===== src/rtl/megarom_pkg.sv =====
// Shared types, constants and address helpers for the MegaROM bank mapper.
package megarom_pkg;

  typedef enum logic [1:0] {
    ST_IDLE  = 2'd0,
    ST_REQ   = 2'd1,
    ST_DRIVE = 2'd2,
    ST_HOLD  = 2'd3
  } state_t;

  localparam int          NUM_BANKS      = 4;
  localparam logic [15:0] PAGE_LO        = 16'h4000;
  localparam logic [15:0] PAGE_HI        = 16'hC000;
  localparam int          BANK_SHIFT_8K  = 13;
  localparam int          BANK_SHIFT_16K = 14;

  // 8 KB banks split each page in two on ADDR[13]; 16 KB banks are one per page.
  function automatic logic [1:0] bank_index(input logic [15:0] addr, input logic is_16k);
    return is_16k ? {1'b0, addr[15]} : {addr[15], addr[13]};
  endfunction

  function automatic logic [21:0] bank_offset(input logic [7:0] bank, input logic [13:0] low,
                                              input logic is_16k);
    logic [21:0] b;
    b = {14'd0, bank};
    if (is_16k)
      return (b << BANK_SHIFT_16K) | {8'd0, low};
    return (b << BANK_SHIFT_8K) | {9'd0, low[12:0]};
  endfunction

endpackage


===== src/rtl/megarom_bank_regs.sv =====
// Four MegaROM bank registers: address-match loading on slot writes and
// reload from the init values while the MSX bus reset is asserted.
module megarom_bank_regs
  import megarom_pkg::*;
(
  input  logic        clk,
  input  logic        reset_n,
  input  logic        bus_reset_n,
  input  logic        wr_en,
  input  logic [15:0] addr,
  input  logic [7:0]  din,
  input  logic [63:0] bank_reg_addr,
  input  logic [15:0] bank_reg_addr_mask,
  input  logic [7:0]  bank_reg_mask,
  input  logic [31:0] bank_reg_init,
  output logic [31:0] banks
);

  genvar gi;
  generate
    for (gi = 0; gi < NUM_BANKS; gi++) begin : g_bank
      logic [7:0] bank_reg;
      logic       hit;

      // Several banks may decode the same address; each one that hits loads.
      assign hit = ((addr ^ bank_reg_addr[gi*16 +: 16]) & ~bank_reg_addr_mask) == 16'd0;

      always_ff @(posedge clk) begin
        if (!reset_n)
          bank_reg <= 8'd0;
        else if (!bus_reset_n)
          bank_reg <= bank_reg_init[gi*8 +: 8];
        else if (wr_en && hit)
          bank_reg <= din & bank_reg_mask;
      end

      assign banks[gi*8 +: 8] = bank_reg;
    end
  endgenerate

endmodule


===== src/rtl/megarom_mapper.sv =====
// MSX MegaROM bank mapper and cartridge RAM access sequencer.
// Optional Z80 WAIT stretching on reads is enabled by defining MEGAROM_WAIT_EN.
module megarom_mapper
  import megarom_pkg::*;
#(
  parameter int MEM_ADDR_WIDTH = 24
) (
  input  logic                      CLK,
  input  logic                      RESET_n,
  // MSX slot bus
  input  logic [15:0]               bus_addr,
  input  logic [7:0]                bus_din,
  output logic [7:0]                bus_dout,
  input  logic                      bus_sltsl_n,
  input  logic                      bus_merq_n,
  input  logic                      bus_rd_n,
  input  logic                      bus_wr_n,
  input  logic                      bus_reset_n,
  output logic                      bus_busdir_n,
  output logic                      bus_wait_n,
  output logic                      bus_int_n,
  // MegaROM configuration
  input  logic [63:0]               bank_reg_addr,
  input  logic [15:0]               bank_reg_addr_mask,
  input  logic [7:0]                bank_reg_mask,
  input  logic [31:0]               bank_reg_init,
  input  logic                      write_protect,
  input  logic                      is_16k_bank,
  input  logic                      cs1_mask,
  input  logic                      cs2_mask,
  input  logic [MEM_ADDR_WIDTH-1:0] memory_top_addr,
  // Cartridge RAM port
  output logic                      MEM_REQ,
  output logic                      MEM_WE,
  output logic [MEM_ADDR_WIDTH-1:0] MEM_ADDR,
  output logic [7:0]                MEM_WDATA,
  input  logic                      MEM_ACK,
  input  logic [7:0]                MEM_RDATA
);

  state_t                    state_reg, state_next;
  logic                      rd_n, wr_n, rd_n_reg, wr_n_reg;
  logic                      det_rd, det_wr;
  logic                      page_live, start_rd, start_wr, driving;
  logic [31:0]               banks;
  logic [1:0]                idx;
  logic [7:0]                cur_bank;
  logic [MEM_ADDR_WIDTH-1:0] target_addr;
  logic                      req_reg, req_next, we_reg, we_next;
  logic                      abort_reg, abort_next;
  logic [MEM_ADDR_WIDTH-1:0] addr_reg, addr_next;
  logic [7:0]                wdata_reg, wdata_next, rdata_reg, rdata_next;

  assign rd_n   = bus_sltsl_n | bus_merq_n | bus_rd_n;
  assign wr_n   = bus_sltsl_n | bus_merq_n | bus_wr_n;
  assign det_rd = rd_n_reg & ~rd_n;
  assign det_wr = wr_n_reg & ~wr_n;

  assign page_live = (bus_addr >= PAGE_LO) && (bus_addr < PAGE_HI) &&
                     !(bus_addr[15] ? cs2_mask : cs1_mask);

  // Accesses are not started while the MSX bus is held in reset.
  assign start_rd = (state_reg == ST_IDLE) && bus_reset_n && det_rd && page_live;
  assign start_wr = (state_reg == ST_IDLE) && bus_reset_n && det_wr && page_live && !write_protect;

  megarom_bank_regs u_bank_regs (
    .clk                (CLK),
    .reset_n            (RESET_n),
    .bus_reset_n        (bus_reset_n),
    .wr_en              (det_wr && page_live),
    .addr               (bus_addr),
    .din                (bus_din),
    .bank_reg_addr      (bank_reg_addr),
    .bank_reg_addr_mask (bank_reg_addr_mask),
    .bank_reg_mask      (bank_reg_mask),
    .bank_reg_init      (bank_reg_init),
    .banks              (banks)
  );

  assign idx         = bank_index(bus_addr, is_16k_bank);
  assign cur_bank    = banks[{idx, 3'b000} +: 8];
  // Modular add: the result wraps at the top of the cartridge address space.
  assign target_addr = memory_top_addr +
                       MEM_ADDR_WIDTH'(bank_offset(cur_bank, bus_addr[13:0], is_16k_bank));

  always_ff @(posedge CLK) begin
    if (!RESET_n) begin
      state_reg <= ST_IDLE;
      rd_n_reg  <= 1'b1;
      wr_n_reg  <= 1'b1;
      req_reg   <= 1'b0;
      we_reg    <= 1'b0;
      abort_reg <= 1'b0;
      addr_reg  <= '0;
      wdata_reg <= 8'd0;
      rdata_reg <= 8'd0;
    end else begin
      state_reg <= state_next;
      rd_n_reg  <= rd_n;
      wr_n_reg  <= wr_n;
      req_reg   <= req_next;
      we_reg    <= we_next;
      abort_reg <= abort_next;
      addr_reg  <= addr_next;
      wdata_reg <= wdata_next;
      rdata_reg <= rdata_next;
    end
  end

  always_comb begin
    state_next = state_reg;
    req_next   = req_reg;
    we_next    = we_reg;
    abort_next = abort_reg;
    addr_next  = addr_reg;
    wdata_next = wdata_reg;
    rdata_next = rdata_reg;
    case (state_reg)
      ST_IDLE: begin
        abort_next = 1'b0;
        if (start_rd || start_wr) begin
          state_next = ST_REQ;
          req_next   = 1'b1;
          we_next    = start_wr;
          addr_next  = target_addr;
          if (start_wr)
            wdata_next = bus_din;
        end
      end
      ST_REQ: begin
        // A bus reset cannot cancel the handshake, only its result.
        if (!bus_reset_n)
          abort_next = 1'b1;
        if (MEM_ACK) begin
          req_next = 1'b0;
          if (abort_reg || !bus_reset_n) begin
            state_next = ST_IDLE;
          end else if (we_reg) begin
            state_next = ST_HOLD;
          end else begin
            rdata_next = MEM_RDATA;
            state_next = ST_DRIVE;
          end
        end
      end
      ST_DRIVE: if (rd_n || !bus_reset_n) state_next = ST_IDLE;
      ST_HOLD:  if (wr_n || !bus_reset_n) state_next = ST_IDLE;
      default:  state_next = ST_IDLE;
    endcase
  end

  assign driving      = (state_reg == ST_DRIVE) && bus_reset_n;
  assign bus_dout     = driving ? rdata_reg : 8'h00;
  assign bus_busdir_n = ~driving;
  assign bus_int_n    = 1'b1;

`ifdef MEGAROM_WAIT_EN
  assign bus_wait_n = ~(start_rd || ((state_reg == ST_REQ) && !we_reg));
`else
  assign bus_wait_n = 1'b1;
`endif

  assign MEM_REQ   = req_reg;
  assign MEM_WE    = we_reg;
  assign MEM_ADDR  = addr_reg;
  assign MEM_WDATA = wdata_reg;

endmodule

===== config.mk =====
export PLATFORM = sky130hd
export DESIGN_NAME = megarom_mapper
export DESIGN_NICKNAME = d
export VERILOG_FILES = /design/src/rtl/megarom_pkg.sv /design/src/rtl/megarom_bank_regs.sv /design/src/rtl/megarom_mapper.sv
export SDC_FILE = /design/constraint.sdc
export NUM_CORES = 1
export LEC_CHECK = 0
export ABC_AREA = 1
export CORE_AREA = 2 2 146 148
export CTS_BUF_LIST = sky130_fd_sc_hd__clkbuf_4 sky130_fd_sc_hd__clkbuf_8
export CTS_CLUSTER_DIAMETER = 80
export DETAILED_ROUTE_END_ITERATION = 10
export DIE_AREA = 0 0 148 150
export PLACE_DENSITY_LB_ADDON = 0.12
export SKIP_LAST_GASP = 1
export SLEW_MARGIN = 20
export SYNTH_ARGS = -nofsm -noshare
export SYNTH_HDL_FRONTEND = slang
export SYNTH_SLANG_ARGS = --single-unit

===== constraint.sdc =====
create_clock -name CLK -period 9.8 [get_ports CLK]
set_input_delay 2.94 -clock CLK [delete_from_list [all_inputs] [get_ports CLK]]
set_output_delay 2.94 -clock CLK [all_outputs]
set_load 0.1 [all_outputs]

==> summary by stage <==
Outcome
The flow ran to the end, and the final reports show no timing, DRC or antenna violations.

Floorplanning
In this run the vertical extent of the chip is 150 µm. The I/O pin total is about 230. The floorplan has 53 rows. The floorplan step defined a die boundary enclosing 22,200 µm². The chip width is ~150 µm.

The placeable core region is between 20,000 and 25,000 µm². The initial utilization of the core area, before any placement, comes to about a third.

Worst hold path
Along the worst hold path, the cell count comes to 2. The classification of the worst-slack hold path is flip-flop to flip-flop.

Setup path
The type of the setup path with the least slack is input port to primary output. The type of destination of the critical path is a primary output. The largest delay contributor family on the critical path is buffers and inverters. Data on the critical path is required at its endpoint by around 7 ns. The startpoint class of the critical path is an input port. Counting both buffers and inverters, the worst setup path holds a total of 2. The largest driver fanout on the critical path is 9.

The worst-case reg-to-reg path depth is 16. Counting buffers and inverters, the worst setup path is 4 cells deep. Walking the worst path, the cells encountered are buf_2 -> nand3_1 -> nor2_1 -> clkdlybuf4s50_1.

On the worst path, the slowest cell contributes a delay of around 1.2 ns. For the worst setup path, the data arrival time is roughly 4.6 ns. The slowest cell on the critical path is clkdlybuf4s50_1.

Synth
In the synthesized netlist the dominant register cell turns out to be dfxtp_1. The sequential share of the synthesized area is 23.5%. The Yosys step of the flow raised 0 warnings.

Synthesis instantiated 40 different standard cells from the library. The proportion of register bits with asynchronous set or reset after synthesis is 0%. The synthesized design contains 79 register bits. After technology mapping, the gate count stands at 1,193. In this run the mean area of a mapped cell was 5.64 µm². The number of enable-type register cells in the synthesized netlist is 0.

The cell area after synthesis is between 6000 and 7000 µm².

CTS
After clock tree synthesis, the clock-pin slew on the worst setup and hold paths is ~0.09 ns. The quantity of gates resized following cts is 0. The count of hold buffers inserted by post-cts repair is 0. The maximum level of the CTS H-tree is 3.

The clock buffer count from CTS is 9. The clock latency reported for the late side of the worst-skew pair is around 0.38 ns. TritonCTS built the clock tree. The clock net sink count is 79. In this run the post-CTS setup repair buffer count came out at 0.

The maximum buffer depth of the clock tree is 2. The root buffer cell chosen for the clock tree is clkbuf_8.

Power
Summed over all cells, the static leakage comes to about 4.6 nW. Per report_power, the clock group accounts for approximately 30% of the total. The peak supply drop is ~71 µV. The switching part of the total power is 36.0%. The cell-internal power is between 0.0006 and 0.0007 W. Per report_power, the combinational group accounts for a little under two fifths of the total. Per report_power, the sequential group accounts for around a third of the total. The ratio of total power to cell area is 111 nW/µm². For this design the total switching power over the nets is ~0.00038 W.

Routing
The initial DRC count is between 300 and 400. The first-pass detailed-route iteration total is 4. The average via count per standard cell is between 4 and 5. Once detail routing completed, the nets flagged for antenna violations numbered 0. Across all layers, the routed design uses around 7,700 vias. Wires add up to roughly 23 mm. The final routed DRC violation total is 0. The routed wire length per instance is about 14 µm.

STA
The worst path uses between 70% and 80% of the clock period. The max-slew headroom at the worst pin is 33.0%. The number of hold violations in the final report is 0. Setup repair after global routing left no endpoint under its margin. On the final layout, the worst clock skew is roughly 0.018 ns. The number of max-slew violations in the final report is 0. Setup violations remaining at the end of the flow were counted as 0. At the pin with the least slew margin, the transition time is around 1.0 ns. Adding up every negative setup slack in the final design gives 0 ns. The final period demand of the worst path is around 7.6 ns. The timing-limited maximum frequency is 0.132 GHz.

Placement
The half-perimeter wire length after placement is 18.7 mm. The number of input and output port buffers inserted is between 200 and 250. Including well taps, the total number of placed cells is ~1,700. The final weighted congestion in routability-driven placement is 0.869.

Global routing
The maximum number of pins on one net before global-route repair is 48. The aggregate global-route resource usage is between 20% and 30%. The initial antenna violation count was 3. The first global-routing pass estimated between 30 and 40 mm of wire. The number of global-route vias before repair is between 7,000 and 8,000.

Global routing finished with a remaining overflow of 0.

Final layout
The register with the most flip-flops in the layout has 32 of them. The fraction of final layout cells with drive strength greater than 1 is between 3 and 4%. Fill cells in the final layout number ~2,300. The net count reported at finish is 1,619.

Leaving out fill and tap cells, the most frequent cells in the layout are 409 x nand2_1, 229 x clkdlybuf4s50_1, 180 x inv_1. The most common library cell in the layout ignoring fill and taps is nand2_1. The area added between synthesis and finish is 40.8%.

After the flow finishes, the layout carries non-filler instances totaling ~1,700.

Job
Across the run, the number of max-cap violations was 0.
==> kinds of logic after synthesis <==
group / after synthesis / share of synthesized area [%]
fa+ha+maj: 26 / 4.94
buf+inv: 221 / 13.1
flops: 79 / 23.5
compound gates: 155 / 12.6
simple gates: 698 / 44.1
other cells: 1 / 0.0557
xor+xnor: 13 / 1.69
==> cell usage after synthesis (all sizes together) (2+ instances only) <==
library cell    n  area, µm²
ha             25        313
a211oi          9       72.6
xnor2          10       87.6
xor2            3       26.3
inv           187        702
nand2         419       1630
nand4          12       75.1
nor2          132        521
buf            20        125
o21bai          6       45.0
a21oi          77        385
o21ai          54        270
a32o            3       30.0
nor3            6       35.0
or2             2       12.5
nand3         126        693
dfxtp          79       1580
clkbuf         13       48.8
==> per-stage QoR <==
| step | utilization, % | hold WS [ns] | instance area (µm²) | setup WS (ns) | total power [W] |
|---|---|---|---|---|---|
| finish | 45.8 | 0.460 | 9480 | 2.24 | 0.00105 |
| global route | 45.8 | 0.482 | 9480 | 2.14 | 0.00112 |
| CTS | 45.8 | 0.465 | 9480 | 2.21 | 0.00106 |
| detailed placement | 44.6 | 0.445 | 9230 | 2.21 | 0.000745 |
| global placement | 44.6 | 0.445 | 9230 | 2.25 | 0.000742 |
| floorplan | - | 0.430 | 6740 | 1.07 | 0.000599 |
==> worst reg2reg max path, stage by stage (launching register included) <==
cell     delay [ns]
dfxtp_1        0.33
nand2_1        0.06
nand3_1        0.07
nand2_1        0.12
inv_1          0.06
nand2_1        0.05
o21ai_0        0.11
ha_1           0.42
nand2_1        0.13
nor2_1         0.19
inv_1          0.07
nor2_1         0.12
nand4_1        0.14
nand4_1        0.13
nand3_1        0.08
nand2_1        0.08
inv_1          0.04
==> metal layers <==
metal	up-vias	part of all wire [%]	global-route usage [%]	wire (µm)
met5	-	0.057	0	13
met4	2	1.8	5.00	405
met3	27	5.8	4.63	1330
met2	175	47	35.7	10700
met1	3351	46	25.2	10500
li1	4161	-	-	-
==> final timing paths <==
kind	start	endpoint	slack [ns]
worst max register to register	u_bank_regs.g_bank[3].bank_reg[1]	MEM_ADDR[19]	7.49
worst min register to register	rdata_reg[1]	rdata_reg[1]	0.46
worst min-delay path	rdata_reg[1]	rdata_reg[1]	0.46
worst max-delay path	bus_reset_n	bus_dout[6]	2.24
==> power groups by stage <==
stage | sequential, W | combinational (W) | clock (W)
6_report | 0.000348 | 0.000389 | 0.000312
5_1_grt | 0.000351 | 0.000434 | 0.000333
4_1_cts | 0.000348 | 0.000391 | 0.000321
3_5_place_dp | 0.000356 | 0.000389 | 0
3_3_place_gp | 0.000356 | 0.000387 | 0
2_1_floorplan | 0.000377 | 0.000222 | 0
==> final cells by class <==
type | count | area (µm²) | share of cell area, %
Inverter | 188 | 706 | 7.44
Antenna cell | 2 | 5.00 | 0.0528
Clock buffer | 9 | 124 | 1.31
Tap cell | 275 | 344 | 3.63
Multi-Input combinational cell | 894 | 4280 | 45.1
Timing Repair Buffer | 233 | 2320 | 24.5
Clock inverter | 7 | 128 | 1.35
Sequential cell | 79 | 1580 | 16.7
Note: power is estimated with default switching activity, not from simulation.
